<file path="config.mk">
export PLATFORM = sky130hd
export DESIGN_NAME = cdb_arbiter
export DESIGN_NICKNAME = d
export VERILOG_FILES = /design/src/rtl/cdb_arbiter.sv
export SDC_FILE = /design/constraint.sdc
export NUM_CORES = 1
export LEC_CHECK = 0
export BUFFER_PORTS_ARGS = -buffer_cell sky130_fd_sc_hd__buf_4
export CORE_AREA = 2 2 83 85
export CTS_CLUSTER_DIAMETER = 50
export CTS_CLUSTER_SIZE = 24
export DETAILED_ROUTE_END_ITERATION = 16
export DIE_AREA = 0 0 85 87
export PLACE_DENSITY = 0.79
export SLEW_MARGIN = 10
export SYNTH_ARGS = -nofsm -noshare
export SYNTH_HDL_FRONTEND = slang
export SYNTH_SLANG_ARGS = --single-unit
</file>
<file path="constraint.sdc">
create_clock -name clk -period 4.1 [get_ports clk]
set_clock_uncertainty 0.05 [all_clocks]
set_input_delay 0.615 -clock clk [delete_from_list [all_inputs] [get_ports clk]]
set_output_delay 0.615 -clock clk [all_outputs]
set_load 0.05 [all_outputs]
</file>
<file path="src/rtl/cdb_arbiter.sv">
`default_nettype none
// ============================================================================
//  Module   : cdb_arbiter
//  Purpose  : Common-data-bus arbiter. Collects completed results from
//             N_EXU execution units, picks one per cycle by round-robin,
//             returns a combinational accept to the winner and broadcasts
//             the winner's tag/data on the CDB one cycle later.
//  Ports    : clk, rst_n                 - clock, async active-low reset
//             exu_req   [N_EXU]          - per-unit result valid (held)
//             exu_tag   [N_EXU*TAG_W]    - per-unit tag, unit i at i*TAG_W
//             exu_wdata [N_EXU*DATA_W]   - per-unit result, unit i at i*DATA_W
//             exu_rdy   [N_EXU]          - per-unit accept, one-hot0, comb.
//             cdb_vld/cdb_tag/cdb_data   - registered broadcast
//             cdb_src   [SRC_W]          - index of the broadcasting unit
//  Revision : 1.0 - initial release
// ============================================================================
module cdb_arbiter #(
  parameter int N_EXU  = 4,
  parameter int TAG_W  = 4,
  parameter int DATA_W = 32,
  parameter int SRC_W  = $clog2(N_EXU)
) (
  input  logic                    clk,
  input  logic                    rst_n,
  input  logic [N_EXU-1:0]        exu_req,
  input  logic [N_EXU*TAG_W-1:0]  exu_tag,
  input  logic [N_EXU*DATA_W-1:0] exu_wdata,
  output logic [N_EXU-1:0]        exu_rdy,
  output logic                    cdb_vld,
  output logic [TAG_W-1:0]        cdb_tag,
  output logic [DATA_W-1:0]       cdb_data,
  output logic [SRC_W-1:0]        cdb_src
);

  localparam logic [SRC_W-1:0] LAST_IDX = SRC_W'(N_EXU - 1);

  logic [SRC_W-1:0]  rr_ptr_q,   rr_ptr_d;
  logic              cdb_vld_q,  cdb_vld_d;
  logic [TAG_W-1:0]  cdb_tag_q,  cdb_tag_d;
  logic [DATA_W-1:0] cdb_data_q, cdb_data_d;
  logic [SRC_W-1:0]  cdb_src_q,  cdb_src_d;

  logic [N_EXU-1:0]  grant;
  logic              grant_any;
  logic [SRC_W-1:0]  grant_idx;

  // Round-robin search: scan requesters starting at rr_ptr, wrapping at
  // N_EXU. rr_ptr only ever holds 0..N_EXU-1, so a single subtraction is
  // enough to bring the candidate index back into range.
  always_comb begin
    int idx;
    grant     = '0;
    grant_any = 1'b0;
    grant_idx = '0;
    idx       = 0;
    for (int k = 0; k < N_EXU; k++) begin
      idx = int'(rr_ptr_q) + k;
      if (idx >= N_EXU) begin
        idx = idx - N_EXU;
      end
      if (!grant_any && exu_req[idx]) begin
        grant_any  = 1'b1;
        grant_idx  = idx[SRC_W-1:0];
        grant[idx] = 1'b1;
      end
    end
  end

  // Pointer moves just past the winner; with no transfer it holds.
  always_comb begin
    rr_ptr_d = rr_ptr_q;
    if (grant_any) begin
      rr_ptr_d = (grant_idx == LAST_IDX) ? '0 : grant_idx + 1'b1;
    end
  end

  // Broadcast stage: tag/data clear when idle, source index is sticky.
  always_comb begin
    cdb_vld_d  = grant_any;
    cdb_tag_d  = '0;
    cdb_data_d = '0;
    cdb_src_d  = cdb_src_q;
    if (grant_any) begin
      cdb_tag_d  = exu_tag[grant_idx*TAG_W +: TAG_W];
      cdb_data_d = exu_wdata[grant_idx*DATA_W +: DATA_W];
      cdb_src_d  = grant_idx;
    end
  end

  always_ff @(posedge clk or negedge rst_n) begin
    if (!rst_n) begin
      rr_ptr_q   <= '0;
      cdb_vld_q  <= 1'b0;
      cdb_tag_q  <= '0;
      cdb_data_q <= '0;
      cdb_src_q  <= '0;
    end else begin
      rr_ptr_q   <= rr_ptr_d;
      cdb_vld_q  <= cdb_vld_d;
      cdb_tag_q  <= cdb_tag_d;
      cdb_data_q <= cdb_data_d;
      cdb_src_q  <= cdb_src_d;
    end
  end

  assign exu_rdy  = grant;
  assign cdb_vld  = cdb_vld_q;
  assign cdb_tag  = cdb_tag_q;
  assign cdb_data = cdb_data_q;
  assign cdb_src  = cdb_src_q;

endmodule
`default_nettype wire
</file>
# After elaboration in Yosys (flattened, before gate mapping)
# Index checks and enable logic that the tools add are counted.
# totals
reg_bits	41
in_bits	150
output_inout_bits	43
word_cells	80
# classes
addsub	8
magnitude_cmp	12
n_eq_ne	1
shift	2
muxes	39
bitwise_logic	3
reduce_logical	10
# op_table
cell	n
two-way mux 32 bit	5
greater-or-equal comparator 32 x 1 -> 1 bit, second input constant	4
less-than comparator 32 x 4 -> 1 bit, second input constant	4
variable part select 128 x 8 -> 32 bit	1
two-way mux 4 bit	5
two-way mux 1 bit	16
variable part select 16 x 5 -> 4 bit	1
OR 4 bit	3
subtractor 3 x 3 -> 4 bit, second input constant	3
two-way mux 2 bit	5
greater-or-equal comparator 3 bit, second input constant	3
binary-select mux 1 bit (select 2 bit)	4
demux 1 bit (select 2 bit)	4
logical AND 1 bit	7
adder 2 x 2 -> 3 bit, second input constant	2
subtractor 2 x 3 -> 4 bit, second input constant	1
adder 2 x 1 -> 3 bit, second input constant	1
greater-or-equal comparator 2 x 3 -> 1 bit, second input constant	1
logical NOT 1 bit	3
adder 2 x 1 -> 2 bit, second input constant	1
equality test 2 bit, second input constant	1

# Depth between registers and ports, before layout
# Gate-level depths: netlist of run 1.
# logic_depth
depth_word	17
mapped_depth	11
ltp_nobuf	8

# Worst setup path before layout of run 1
# OpenSTA, ideal clock, no wires.
# synth_timing
path_kind	flip-flop to output port
startpoint	reg rr_ptr_q[0]
endpoint	out exu_rdy[0]
arrival_ns	3.037
t_required_ns	3.435
setup_slack_ns	0.398
stages_incl_launch_ff	8
path_buffers	1
path_cell_list	dfrtp_1 -> buf_6 -> inv_1 -> ha_1 -> mux4_2 -> nor2b_4 -> a22oi_1 -> o21ai_0
# synth_between
elab_chain_cells	15
elab_cells_between_ends	63
classes_between	add/sub (7); order compare (12); mux (31); bitwise (3); reduce/logical (10)
# synth_rtl
item	line	rtl
start, declared	37	logic [SRC_W-1:0] rr_ptr_q, rr_ptr_d;
start signal, assigned	98	rr_ptr_q <= rr_ptr_d;
branches (longest 14 deep; another with greater-or-equal comparator 32 x 1 -> 1 bit)	--	
two-way mux 4 bit *	61	if (!grant_any && exu_req[idx]) begin
end, declared	28	output logic [N_EXU-1:0] exu_rdy,
# Every way passes the cells marked *. The select of a mux whose other input is x is not followed.

# Worst setup path in the final report of run 1
# layout_timing
startpoint	reg rr_ptr_q[1]
endpoint	out exu_rdy[0]
# Same word-level chain as after synthesis.

==> Flow_metrics.wiki, run 1 <==
{| class="wikitable"
! Metric !! Value
|-
| Cell leakage power || about 2.2 nW
|-
| Clock insertion delay at the later pin of the skew report || 280 ps
|-
| Most congested layer reported by global routing || met2
|-
| Cell taking the most area after synthesis || sky130_fd_sc_hd__dfrtp_1
|-
| Largest family of logic cells by synthesized area || multiplexers
|-
| PortBufs || between 150 and 200
|-
| IR drop worst, VDD || 1.11 mV
|-
| First-iteration detailed-routing DRC count || 74
|-
| List of most frequent post-synthesis cells || sky130_fd_sc_hd__mux2i_1 (72), sky130_fd_sc_hd__dfrtp_1 (41), sky130_fd_sc_hd__o22ai_1 (37)
|-
| Internal Power || 2.00 mW
|-
| Number of failing setup endpoints in the final timing report || 0
|-
| NetSw || approximately 2.1 mW
|-
| Final count of pins violating max slew || 0
|-
| Post-CTS setup buffers || 0
|-
| Overall power || 4.10 mW
|-
| Maximum capacitance violations || 0
|-
| Number of gates resized after CTS || 0
|-
| # rows || 30
|-
| Summed instance area of the synthesized netlist || 2600 um^2
|-
| Critical path type || flip-flop to output pin
|-
| Average detailed-routed wire length per instance || 16.0 um
|-
| Hold_buf cts || 0
|-
| Final weighted congestion of routability-driven global placement || 0.777
|-
| Unrepaired setup endpoints after global routing || false
|-
| TritonCTS clock tree || done
|-
| Synth Area in XOR/XNOR || 0.00337
|-
| Antenna diodes || 0
|-
| Worst-path fanout max || 8
|-
| Outcome || finished clean
|-
| Share of cells above drive strength 1 || 0.530
|-
| Total core area || 6570 um^2
|-
| Vias in the first global route || around 2,600
|-
| Final period util || 0.918
|-
| Global route total overflow || 0
|-
| Fill cell total of the finished layout || 559
|-
| Endpoint of the worst-slack reg-to-reg timing path || cdb_tag[1]$_DFF_PN0_
|-
| Reg-to-reg slack, setup || 900 ps
|-
| Top post-synthesis cells by area || sky130_fd_sc_hd__dfrtp_1 (39%), sky130_fd_sc_hd__mux2i_1 (28%), sky130_fd_sc_hd__o22ai_1 (8.9%)
|-
| Clock buffer depth || 2
|-
| Sequential fraction of design power || 0.170
|-
| Startpoint of the worst-slack reg-to-reg timing path || rr_ptr_q[1]$_DFFE_PN0P_
|-
| Maximum number of pins on one net before global-route repair || 42
|-
| Critical path required time || 3430 ps
|-
| Hold violation count in the final report || 0
|-
| # clock sinks || between 40 and 50
|-
| CTS clock-pin slew for the worst setup and hold paths || 80 ps
|-
| Global Route met3 Usage || 0.0597
|-
| Remaining antenna violation count || 0
|-
| Sequential fraction of the synthesis area || 0.394
|-
| Initial DRT Pass Iterations || 4
|-
| Met2 routing resource usage after global routing || 0.373
|-
| Area Overhead vs Synth || 60.5%
|-
| Worst relative slew slack || 0.301
|-
| Highest clock frequency the design can meet || 266 MHz
|-
| Warnings, synthesis || 0
|-
| Post-detailed-routing wire length || between 7000 and 8000 um
|-
| End-of-flow core utilization || 0.636
|-
| Most frequently used flop master after synthesis || sky130_fd_sc_hd__dfrtp_1
|-
| Total number of vias || 2,510
|-
| CP startpoint kind || flip-flop
|-
| Power density over the cells || 981 nW/um^2
|-
| Area of combinational cells with multiple inputs || about 1400 um^2
|-
| Average cell area after synthesis || 11.9 um^2
|-
| Pin slew with the least headroom to its limit || 1040 ps
|-
| Post-synthesis sequential element count || 41
|-
| Mux share of post-synthesis cell area || 0.320
|-
| Endpoint type of the worst setup path || output pin
|-
| Sequential Area || 1030 um^2
|-
| Number of antenna violations at the first check in global routing || 0
|-
| Die Footprint || 7400 um^2
|-
| Post-Synthesis Net Count || about 380
|-
| Arrival time at the worst endpoint || 3100 ps
|-
| Simple-gate area share of the yosys netlist || 0.0313
|-
| Portion of synthesized cell area occupied by the leading cell type || 0.394
|-
| Adder-cell share of the synthesized area || 0.0385
|-
| Part of the power in combinational logic || 0.747
|-
| H-tree Lvls || 2
|-
| Fin crit period || between 3000 and 4000 ps
|-
| GRT Resource Usage Total || 0.201
|-
| Number of nets in the finished design || 561
|-
| Cell depth of the worst flop-to-flop path || 7
|-
| Die Wd || 85 um
|-
| Class of the most critical hold timing path || input port to asynchronous set/reset pin
|-
| Root buffer selected by CTS || sky130_fd_sc_hd__clkbuf_8
|-
| Sw Ratio || 0.511
|-
| Relative contribution of the clock network to total power || 0.083
|-
| Vias per Instance || 5.19
|-
| Number of CTS-inserted buffers || 5
|-
| Vertical die dimension || between 80 and 90 um
|-
| Asr flop ratio synth || 1.00
|-
| Setup slack at placement || 661 ps
|-
| Unique cell type count in the Yosys netlist || 32
|-
| Dominant cell by count in the synthesized netlist || sky130_fd_sc_hd__mux2i_1
|-
| Total negative slack || 0 ps
|-
| Post-route setup slack || 334 ps
|-
| DRC || 0
|-
| Synthesized netlist cell count || roughly 220
|-
| Initial Util || 0.396
|-
| GR Util met1 || 0.229
|-
| Global-route wire length before repair || 12,100 um
|-
| Number of flops mapped to enable cells by yosys || 0
|-
| Number of I/O pins || 193
|-
| Sum of net half-perimeters after detailed placement || between 5000 and 6000 um
|-
| Compound-cell area share of the yosys netlist || 0.144
|}
==> power groups by stage <==
stage | clock network, mW | registers (mW) | logic (mW)
floorplan | 0 | 1.38 | 1.75
global placement | 0 | 0.698 | 3.04
detailed placement | 0 | 0.704 | 3.09
CTS | 0.350 | 0.698 | 3.09
global route | 0.367 | 0.719 | 3.24
finish | 0.340 | 0.696 | 3.06
==> cell families after synthesis <==
family,after synthesis
fa+ha+maj,8
mux,78
buf+inv,20
xor+xnor,1
flops,41
simple gates,14
compound gates,56
==> how the worst max path moves through the flow <==
stage,from,slack [ps],to,depth (start not counted)
2_1_floorplan,rr_ptr_q[0]$_DFFE_PN0P_,400,exu_rdy[0],7
3_3_place_gp,rr_ptr_q[1]$_DFFE_PN0P_,860,exu_rdy[0],8
3_5_place_dp,rr_ptr_q[1]$_DFFE_PN0P_,660,exu_rdy[0],8
4_1_cts,rr_ptr_q[1]$_DFFE_PN0P_,330,exu_rdy[0],8
5_1_grt,rr_ptr_q[1]$_DFFE_PN0P_,110,exu_rdy[0],8
6_report,rr_ptr_q[1]$_DFFE_PN0P_,330,exu_rdy[0],8
==> critical path, stage by stage, from the launching register on <==
cell and delay (ps):
sky130_fd_sc_hd__dfrtp_1 490, sky130_fd_sc_hd__inv_1 170, sky130_fd_sc_hd__ha_1 430, sky130_fd_sc_hd__mux4_2 620, sky130_fd_sc_hd__nor3_1 380, sky130_fd_sc_hd__and2_2 300
sky130_fd_sc_hd__a22oi_1 80, sky130_fd_sc_hd__o21ai_0 100, sky130_fd_sc_hd__buf_4 240
==> per-stage QoR <==
stage                     hold WS [ps]  instance area, um^2  std cells
after floorplan                    269                 2600        218
after global placement             414                 4060        476
after detailed placement           428                 4060        476
after CTS                          272                 4180        484
after global routing               289                 4180        484
final                              264                 4180        484
==> routing by layer <==
layer  share of wire  vias up
met5               0        -
met4          0.0086        0
met3           0.090        6
met2            0.54      127
met1            0.36     1170
li1                -     1207
==> flip-flops by register name, indices dropped and copies added (netlist names) <==
signal and count:
cdb_data 32, cdb_src 2, cdb_tag 4, cdb_vld 1, rr_ptr_q 2
==> cell type report <==
cell class | count | share of cell area
repair buffers | 195 | 0.357
multi-input cells | 157 | 0.343
flip-flops and latches | 41 | 0.246
well taps | 80 | 0.0240
clock buffers | 7 | 0.0207
clock inverters | 1 | 0.00719
inverters | 3 | 0.00270
==> cell usage in the layout (no fill, tap or decap), types with 2 or more instances in the layout <==
| master | instances |
|---|---|
| sky130_fd_sc_hd__buf_4 | 193 |
| sky130_fd_sc_hd__nand2_1 | 6 |
| sky130_fd_sc_hd__o21ai_0 | 4 |
| sky130_fd_sc_hd__nor3_1 | 2 |
| sky130_fd_sc_hd__ha_1 | 8 |
| sky130_fd_sc_hd__a22oi_1 | 8 |
| sky130_fd_sc_hd__dfrtp_1 | 41 |
| sky130_fd_sc_hd__inv_1 | 3 |
| sky130_fd_sc_hd__clkbuf_8 | 6 |
| sky130_fd_sc_hd__buf_12 | 2 |
| sky130_fd_sc_hd__mux2i_1 | 72 |
| sky130_fd_sc_hd__o22ai_1 | 37 |
| sky130_fd_sc_hd__mux4_2 | 4 |
Note: power is estimated with default switching activity, not from simulation.
==> run 2: changes to the inputs <==
==> constraint.sdc (replaced) <==
create_clock -name clk -period 4.1 [get_ports clk]
set_clock_uncertainty 0.05 [all_clocks]
set_input_delay 0.615 -clock clk [delete_from_list [all_inputs] [get_ports clk]]
set_output_delay 0.615 -clock clk [all_outputs]
set_load 0.01 [all_outputs]
==> run 2 against run 1 <==
Non-clock buffer count is the same. Final area shrank 0.72%. Hold slack worse by 16 ps. Clock-buffer cell count fell by 2. Combinational power decreased by 23%. Utilization is 0.46 points lower. Die area is the same. Wire length is 0.44% higher. Via count barely moved. Sequential power increased by 0.9%. Critical path type unchanged. Highest routed layer unchanged.
==> Flow_metrics.wiki, run 2 (synthesized netlist as in run 1, its figures left out) <==
{| class="wikitable"
! Metric !! Value
|-
| Vias in the first global route || 2,479 (-4.9%)
|-
| Hold_buf cts || 0 (unchanged)
|-
| Vias per Instance || 5.19 (about the same)
|-
| Clock insertion delay at the later pin of the skew report || 280 ps (about the same)
|-
| CP startpoint kind || flip-flop
|-
| Number of gates resized after CTS || 0 (unchanged)
|-
| Total negative slack || 0 ps (unchanged)
|-
| Number of nets in the finished design || 561 (unchanged)
|-
| Final period util || 0.887 (-0.0314)
|-
| Vertical die dimension || 87 um (unchanged)
|-
| Endpoint of the worst-slack reg-to-reg timing path || cdb_data[29]$_DFF_PN0_
|-
| Die Footprint || 7400 um^2 (unchanged)
|-
| Post-detailed-routing wire length || 7800 um (+0.44%)
|-
| Total number of vias || 2,511 (+0.040%)
|-
| Area Overhead vs Synth || 59.3%
|-
| Global route total overflow || 0 (unchanged)
|-
| Number of placed cells counting well taps || 476 (unchanged)
|-
| Critical path type || flip-flop to output pin
|-
| H-tree Lvls || 2 (unchanged)
|-
| Maximum capacitance violations || 0 (unchanged)
|-
| CTS clock-pin slew for the worst setup and hold paths || 80 ps (about the same)
|-
| Clock buffer depth || 2 (unchanged)
|-
| Worst setup path endpoint || exu_rdy[0]
|-
| Average detailed-routed wire length per instance || 16.1 um (+0.44%)
|-
| Setup slack at placement || 775 ps (+114 ps)
|-
| Final weighted congestion of routability-driven global placement || 0.830 (+6.7%)
|-
| DRC || 0 (unchanged)
|-
| Cells along the critical path || inv_1, ha_1, mux4_2, nor3_1, and2_2, a22oi_1, o21ai_0, buf_4
|-
| Critical path required time || 3430 ps (about the same)
|-
| CP max stage cell || sky130_fd_sc_hd__mux4_2
|-
| Share of cells above drive strength 1 || 0.532 (+0.00248)
|-
| Cell leakage power || 2.19 nW (-0.66%)
|-
| Most frequent cells in the layout || sky130_fd_sc_hd__buf_4 (193), sky130_fd_sc_hd__mux2i_1 (72), sky130_fd_sc_hd__dfrtp_1 (41)
|-
| Worst relative slew slack || 0.327 (+0.0256)
|-
| Antenna diodes || 0 (unchanged)
|-
| Combined buffer and inverter count along the critical path || 2 (unchanged)
|-
| GRT Resource Usage Total || 0.200 (-0.00181)
|-
| # clock sinks || 41 (unchanged)
|-
| Class of the most critical hold timing path || input port to asynchronous set/reset pin
|-
| Launching instance or port of the critical path || rr_ptr_q[1]$_DFFE_PN0P_
|-
| Final non-filler cell total || 484 (unchanged)
|-
| Stages on the worst setup path || 8 (unchanged)
|-
| Highest clock frequency the design can meet || 275 MHz (+3.5%)
|-
| Number of failing setup endpoints in the final timing report || 0 (unchanged)
|-
| PortBufs || 192 (unchanged)
|-
| Pin slew with the least headroom to its limit || 1010 ps (-38.3 ps)
|-
| Sum of net half-perimeters after detailed placement || 6050 um (+1.6%)
|-
| Power density over the cells || 800 nW/um^2 (-18%)
|-
| Crit-path leading delay family || multiplexers
|-
| Slowest Stage Delay on Critical Path || 620 ps (about the same)
|-
| Total core area || 6570 um^2 (unchanged)
|-
| Initial Util || 0.396 (unchanged)
|-
| Die Wd || 85 um (unchanged)
|-
| Maximum number of pins on one net before global-route repair || 42 (unchanged)
|-
| # rows || 30 (unchanged)
|-
| TritonCTS clock tree || done
|-
| Startpoint of the worst-slack reg-to-reg timing path || rr_ptr_q[1]$_DFFE_PN0P_
|-
| Initial DRT Pass Iterations || 4 (unchanged)
|-
| Cell depth of the worst flop-to-flop path || 7 (unchanged)
|-
| Outcome || finished clean
|-
| Fin crit period || 3640 ps (-129 ps)
|-
| Worst-path fanout max || 8 (unchanged)
|-
| Number of CTS-inserted buffers || 5 (unchanged)
|-
| Root buffer selected by CTS || sky130_fd_sc_hd__clkbuf_8
|-
| Remaining antenna violation count || 0 (unchanged)
|-
| Final count of pins violating max slew || 0 (unchanged)
|-
| Number of flip-flops under the largest register name || 32 (unchanged)
|-
| Reg-to-reg slack, setup || 930 ps (+30 ps)
|-
| Post-route setup slack || 463 ps (+129 ps)
|-
| Hold violation count in the final report || 0 (unchanged)
|-
| Endpoint type of the worst setup path || output pin
|-
| Number of antenna violations at the first check in global routing || 0 (unchanged)
|-
| Post-CTS setup buffers || 0 (unchanged)
|-
| Arrival time at the worst endpoint || 2970 ps (-130 ps)
|-
| IR drop worst, VDD || 0.652 mV (-41%)
|-
| Global-route wire length before repair || 11,800 um (-1.9%)
|-
| Most common cell after layout, fill and taps aside || sky130_fd_sc_hd__buf_4
|-
| Unrepaired setup endpoints after global routing || false
|-
| Number of I/O pins || 193 (unchanged)
|-
| First-iteration detailed-routing DRC count || 48 (-35%)
|}
run 2: cell types whose count changed in the layout (fill, tap and decap cells not counted):
cell,delta
sky130_fd_sc_hd__clkbuf_1,-1
sky130_fd_sc_hd__clkbuf_8,-1
sky130_fd_sc_hd__bufinv_16,-1
sky130_fd_sc_hd__clkinv_2,+2
sky130_fd_sc_hd__clkinvlp_4,+1
run 2: worst min-delay path by stage:
stage	from	to	slack, ps	cells past startpoint
2_1_floorplan	rst_n	cdb_data[0]$_DFF_PN0_	270	0
3_3_place_gp	cdb_src[0]$_DFFE_PN0P_	cdb_src[0]$_DFFE_PN0P_	410	2
3_5_place_dp	cdb_src[1]$_DFFE_PN0P_	cdb_src[1]$_DFFE_PN0P_	430	2
4_1_cts	rst_n	cdb_data[5]$_DFF_PN0_	260	1
5_1_grt	rst_n	cdb_data[5]$_DFF_PN0_	270	1
6_report	rst_n	cdb_data[0]$_DFF_PN0_	250	1
run 2: layer usage:
layer  wire (um)  vias up  track usage
met5           0        -            0
met4          47        0       0.0346
met3         601        5       0.0531
met2        4310      118        0.369
met1        2830     1184        0.235
li1            -     1204            -
run 2: area by class of cell:
type	count	area (um^2)
clock buffer	5	68.8
clock inverter	3	17.5
fill	567	2420
inverter	3	11.3
multi-input combinational	157	1430
sequential	41	1030
tap	80	100
timing repair buffer	195	1490
run 2: power by group:
part / internal (mW) / leakage [nW] / switching [mW]
Clock: 0.118 / 0.0439 / 0.146
Combinational: 1.16 / 1.66 / 1.19
Sequential: 0.625 / 0.489 / 0.0761
run 2: stage by stage:
step | utilization | cell area, um^2 | power, mW | hold WS (ps)
after detailed placement | 0.618 | 4060 | 3.09 | 429
after global routing | 0.631 | 4150 | 3.55 | 272
after floorplan | - | 2600 | 2.45 | 269
after global placement | 0.618 | 4060 | 3.02 | 413
final | 0.631 | 4150 | 3.32 | 248
after CTS | 0.631 | 4150 | 3.36 | 262
==> run 3: changes to the inputs <==
==> constraint.sdc (replaced) <==
create_clock -name clk -period 3.6 [get_ports clk]
set_clock_uncertainty 0.05 [all_clocks]
set_input_delay 0.54 -clock clk [delete_from_list [all_inputs] [get_ports clk]]
set_output_delay 0.54 -clock clk [all_outputs]
set_load 0.01 [all_outputs]
==> run 3 against run 2 <==
Non-clock buffer count stayed put. Largest cell class unchanged. Utilization is 0.53 points higher. Cell count stayed put. Die area stayed put. Largest power group unchanged. Clock power is 47% higher. First-iteration DRC count is 35% higher. Worst setup slack worse by 280 ps. Final area is 0.84% higher. Hold slack worse by 88 ps. Register-to-register slack worse by 490 ps.
==> Flow_metrics.wiki, run 3 (synthesized netlist as in run 1, its figures left out) <==
{| class="wikitable"
! Metric !! Value
|-
| Vias in the first global route || 2,471 (-0.32%)
|-
| Final count of pins violating max slew || 0 (unchanged)
|-
| Highest clock frequency the design can meet || approximately 300 MHz
|-
| Hold violation count in the final report || 0 (unchanged)
|-
| Initial DRT Pass Iterations || 4 (unchanged)
|-
| Combined buffer and inverter count along the critical path || 2 (unchanged)
|-
| # clock sinks || 41 (unchanged)
|-
| Vias per Instance || 5.22 (+0.60%)
|-
| Total number of vias || 2,526 (+0.60%)
|-
| DRC || 0 (unchanged)
|-
| CP max stage cell || sky130_fd_sc_hd__mux4_2
|-
| Critical path required time || 3010 ps (-420 ps)
|-
| Number of CTS-inserted buffers || 5 (unchanged)
|-
| TritonCTS clock tree || done
|-
| Critical path type || flip-flop to output pin
|-
| Class of the most critical hold timing path || input port to asynchronous set/reset pin
|-
| Post-detailed-routing wire length || 7640 um (-2.0%)
|-
| GRT Resource Usage Total || 0.195 (-0.00415)
|-
| Number of flip-flops under the largest register name || 32 (unchanged)
|-
| Cells along the critical path || inv_1, ha_1, mux4_2, nor3_2, and2_2, a22oi_1, o21ai_0, buf_4
|-
| PortBufs || 192 (unchanged)
|-
| Unrepaired setup endpoints after global routing || false
|-
| Pin slew with the least headroom to its limit || 1010 ps (+2.84 ps)
|-
| Slowest Stage Delay on Critical Path || 640 ps (+20 ps)
|-
| Arrival time at the worst endpoint || 2830 ps (-140 ps)
|-
| Most common cell after layout, fill and taps aside || sky130_fd_sc_hd__buf_4
|-
| Final period util || 0.950
|-
| Cell leakage power || 2.21 nW (+0.71%)
|-
| Cell depth of the worst flop-to-flop path || 9 (+2)
|-
| Startpoint of the worst-slack reg-to-reg timing path || rr_ptr_q[1]$_DFFE_PN0P_
|-
| Endpoint of the worst-slack reg-to-reg timing path || cdb_data[13]$_DFF_PN0_
|-
| Area Overhead vs Synth || 60.7%
|-
| Initial Util || 0.396 (unchanged)
|-
| Final weighted congestion of routability-driven global placement || 0.834 (+0.55%)
|-
| Maximum capacitance violations || 0 (unchanged)
|-
| Remaining antenna violation count || 0 (unchanged)
|-
| Clock insertion delay at the later pin of the skew report || 290 ps (about the same)
|-
| Die Footprint || 7400 um^2 (unchanged)
|-
| Number of I/O pins || 193 (unchanged)
|-
| Share of cells above drive strength 1 || 0.532 (unchanged)
|-
| Maximum number of pins on one net before global-route repair || 42 (unchanged)
|-
| Number of gates resized after CTS || 0 (unchanged)
|-
| Crit-path leading delay family || multiplexers
|-
| Number of failing setup endpoints in the final timing report || 0 (unchanged)
|-
| Reg-to-reg slack, setup || 440 ps (-490 ps)
|-
| Sum of net half-perimeters after detailed placement || 5930 um (-2.1%)
|-
| Hold_buf cts || 0 (unchanged)
|-
| Stages on the worst setup path || 8 (unchanged)
|-
| Global-route wire length before repair || 11,600 um (-2.0%)
|-
| Endpoint type of the worst setup path || output pin
|-
| H-tree Lvls || 2 (unchanged)
|-
| Number of nets in the finished design || 561 (unchanged)
|-
| Clock buffer depth || 2 (unchanged)
|-
| Post-CTS setup buffers || 0 (unchanged)
|-
| # rows || 30 (unchanged)
|-
| Total negative slack || 0 ps (unchanged)
|-
| Total core area || 6570 um^2 (unchanged)
|-
| Worst setup path endpoint || exu_rdy[2]
|-
| Overall power || 3.86 mW (+16%)
|-
| Average detailed-routed wire length per instance || 15.8 um (-2.0%)
|-
| Worst-path fanout max || 8 (unchanged)
|-
| Fill cell total of the finished layout || 534 (-5.8%)
|-
| Power density over the cells || 923 nW/um^2 (+15%)
|-
| Root buffer selected by CTS || sky130_fd_sc_hd__clkbuf_8
|-
| Most frequent cells in the layout || sky130_fd_sc_hd__buf_4 (193), sky130_fd_sc_hd__mux2i_1 (72), sky130_fd_sc_hd__dfrtp_1 (41)
|-
| Fin crit period || roughly 3400 ps
|-
| IR drop worst, VDD || 0.645 mV (-1.1%)
|-
| Die Wd || 85 um (unchanged)
|-
| Outcome || finished clean
|-
| First-iteration detailed-routing DRC count || 65 (+35%)
|-
| Antenna diodes || 0 (unchanged)
|-
| Vertical die dimension || 87 um (unchanged)
|-
| Launching instance or port of the critical path || rr_ptr_q[1]$_DFFE_PN0P_
|-
| Global route total overflow || 0 (unchanged)
|-
| Number of antenna violations at the first check in global routing || 0 (unchanged)
|-
| CP startpoint kind || flip-flop
|-
| Worst relative slew slack || 0.325 (-0.00190)
|-
| CTS clock-pin slew for the worst setup and hold paths || 80 ps (about the same)
|}
==> run 3: cell count changes in the layout (fill, tap and decap cells not counted) <==
cell	delta
sky130_fd_sc_hd__clkinvlp_4	-1
sky130_fd_sc_hd__clkbuf_1	+1
sky130_fd_sc_hd__clkbuf_8	+1
sky130_fd_sc_hd__nor3_1	-1
sky130_fd_sc_hd__nor3_2	+1
sky130_fd_sc_hd__clkinv_2	-2
sky130_fd_sc_hd__bufinv_16	+1
==> run 3: power breakdown <==
part | switching [mW] | leakage [nW] | internal [mW]
sequential | 0.0858 | 0.489 | 0.712
clock | 0.162 | 0.0585 | 0.226
combinational | 1.35 | 1.66 | 1.32
==> run 3: worst min path at each step <==
stage	from	endpoint	depth (start not counted)
after floorplan	rst_n	cdb_data[0]$_DFF_PN0_	0
after global placement	cdb_src[1]$_DFFE_PN0P_	cdb_src[1]$_DFFE_PN0P_	2
after detailed placement	cdb_src[1]$_DFFE_PN0P_	cdb_src[1]$_DFFE_PN0P_	2
after CTS	rst_n	cdb_data[0]$_DFF_PN0_	1
after global routing	rst_n	cdb_data[0]$_DFF_PN0_	1
final	rst_n	cdb_data[0]$_DFF_PN0_	1
==> run 3: area by class of cell <==
type,instances,area (um^2),share of cell area
Clock inverter,1,30.0,0.00718
Inverter,3,11.3,0.00269
Clock buffer,7,86.3,0.0206
Tap cell,80,100,0.0239
Timing Repair Buffer,195,1490,0.356
Sequential cell,41,1030,0.245
Multi-Input combinational cell,157,1440,0.344
==> run 3: metrics by stage <==
stage	setup slack (ps)	cells	util	hold WS (ps)	instance area [um^2]
final	179	484	0.637	160	4180
after detailed placement	391	476	0.618	421	4060
after floorplan	718	218	-	194	2600
after global routing	16.7	484	0.637	205	4180
after CTS	57.3	484	0.636	190	4180
after global placement	506	476	0.618	413	4060
==> run 3: layer usage <==
metal,wire (um),vias to the layer above,share of wire,track usage
met1,2780,1188,0.36,0.224
met5,0,-,0,0
met2,4140,124,0.54,0.364
met4,108,0,0.014,0.0476
met3,615,10,0.080,0.0493
li1,-,1204,-,-
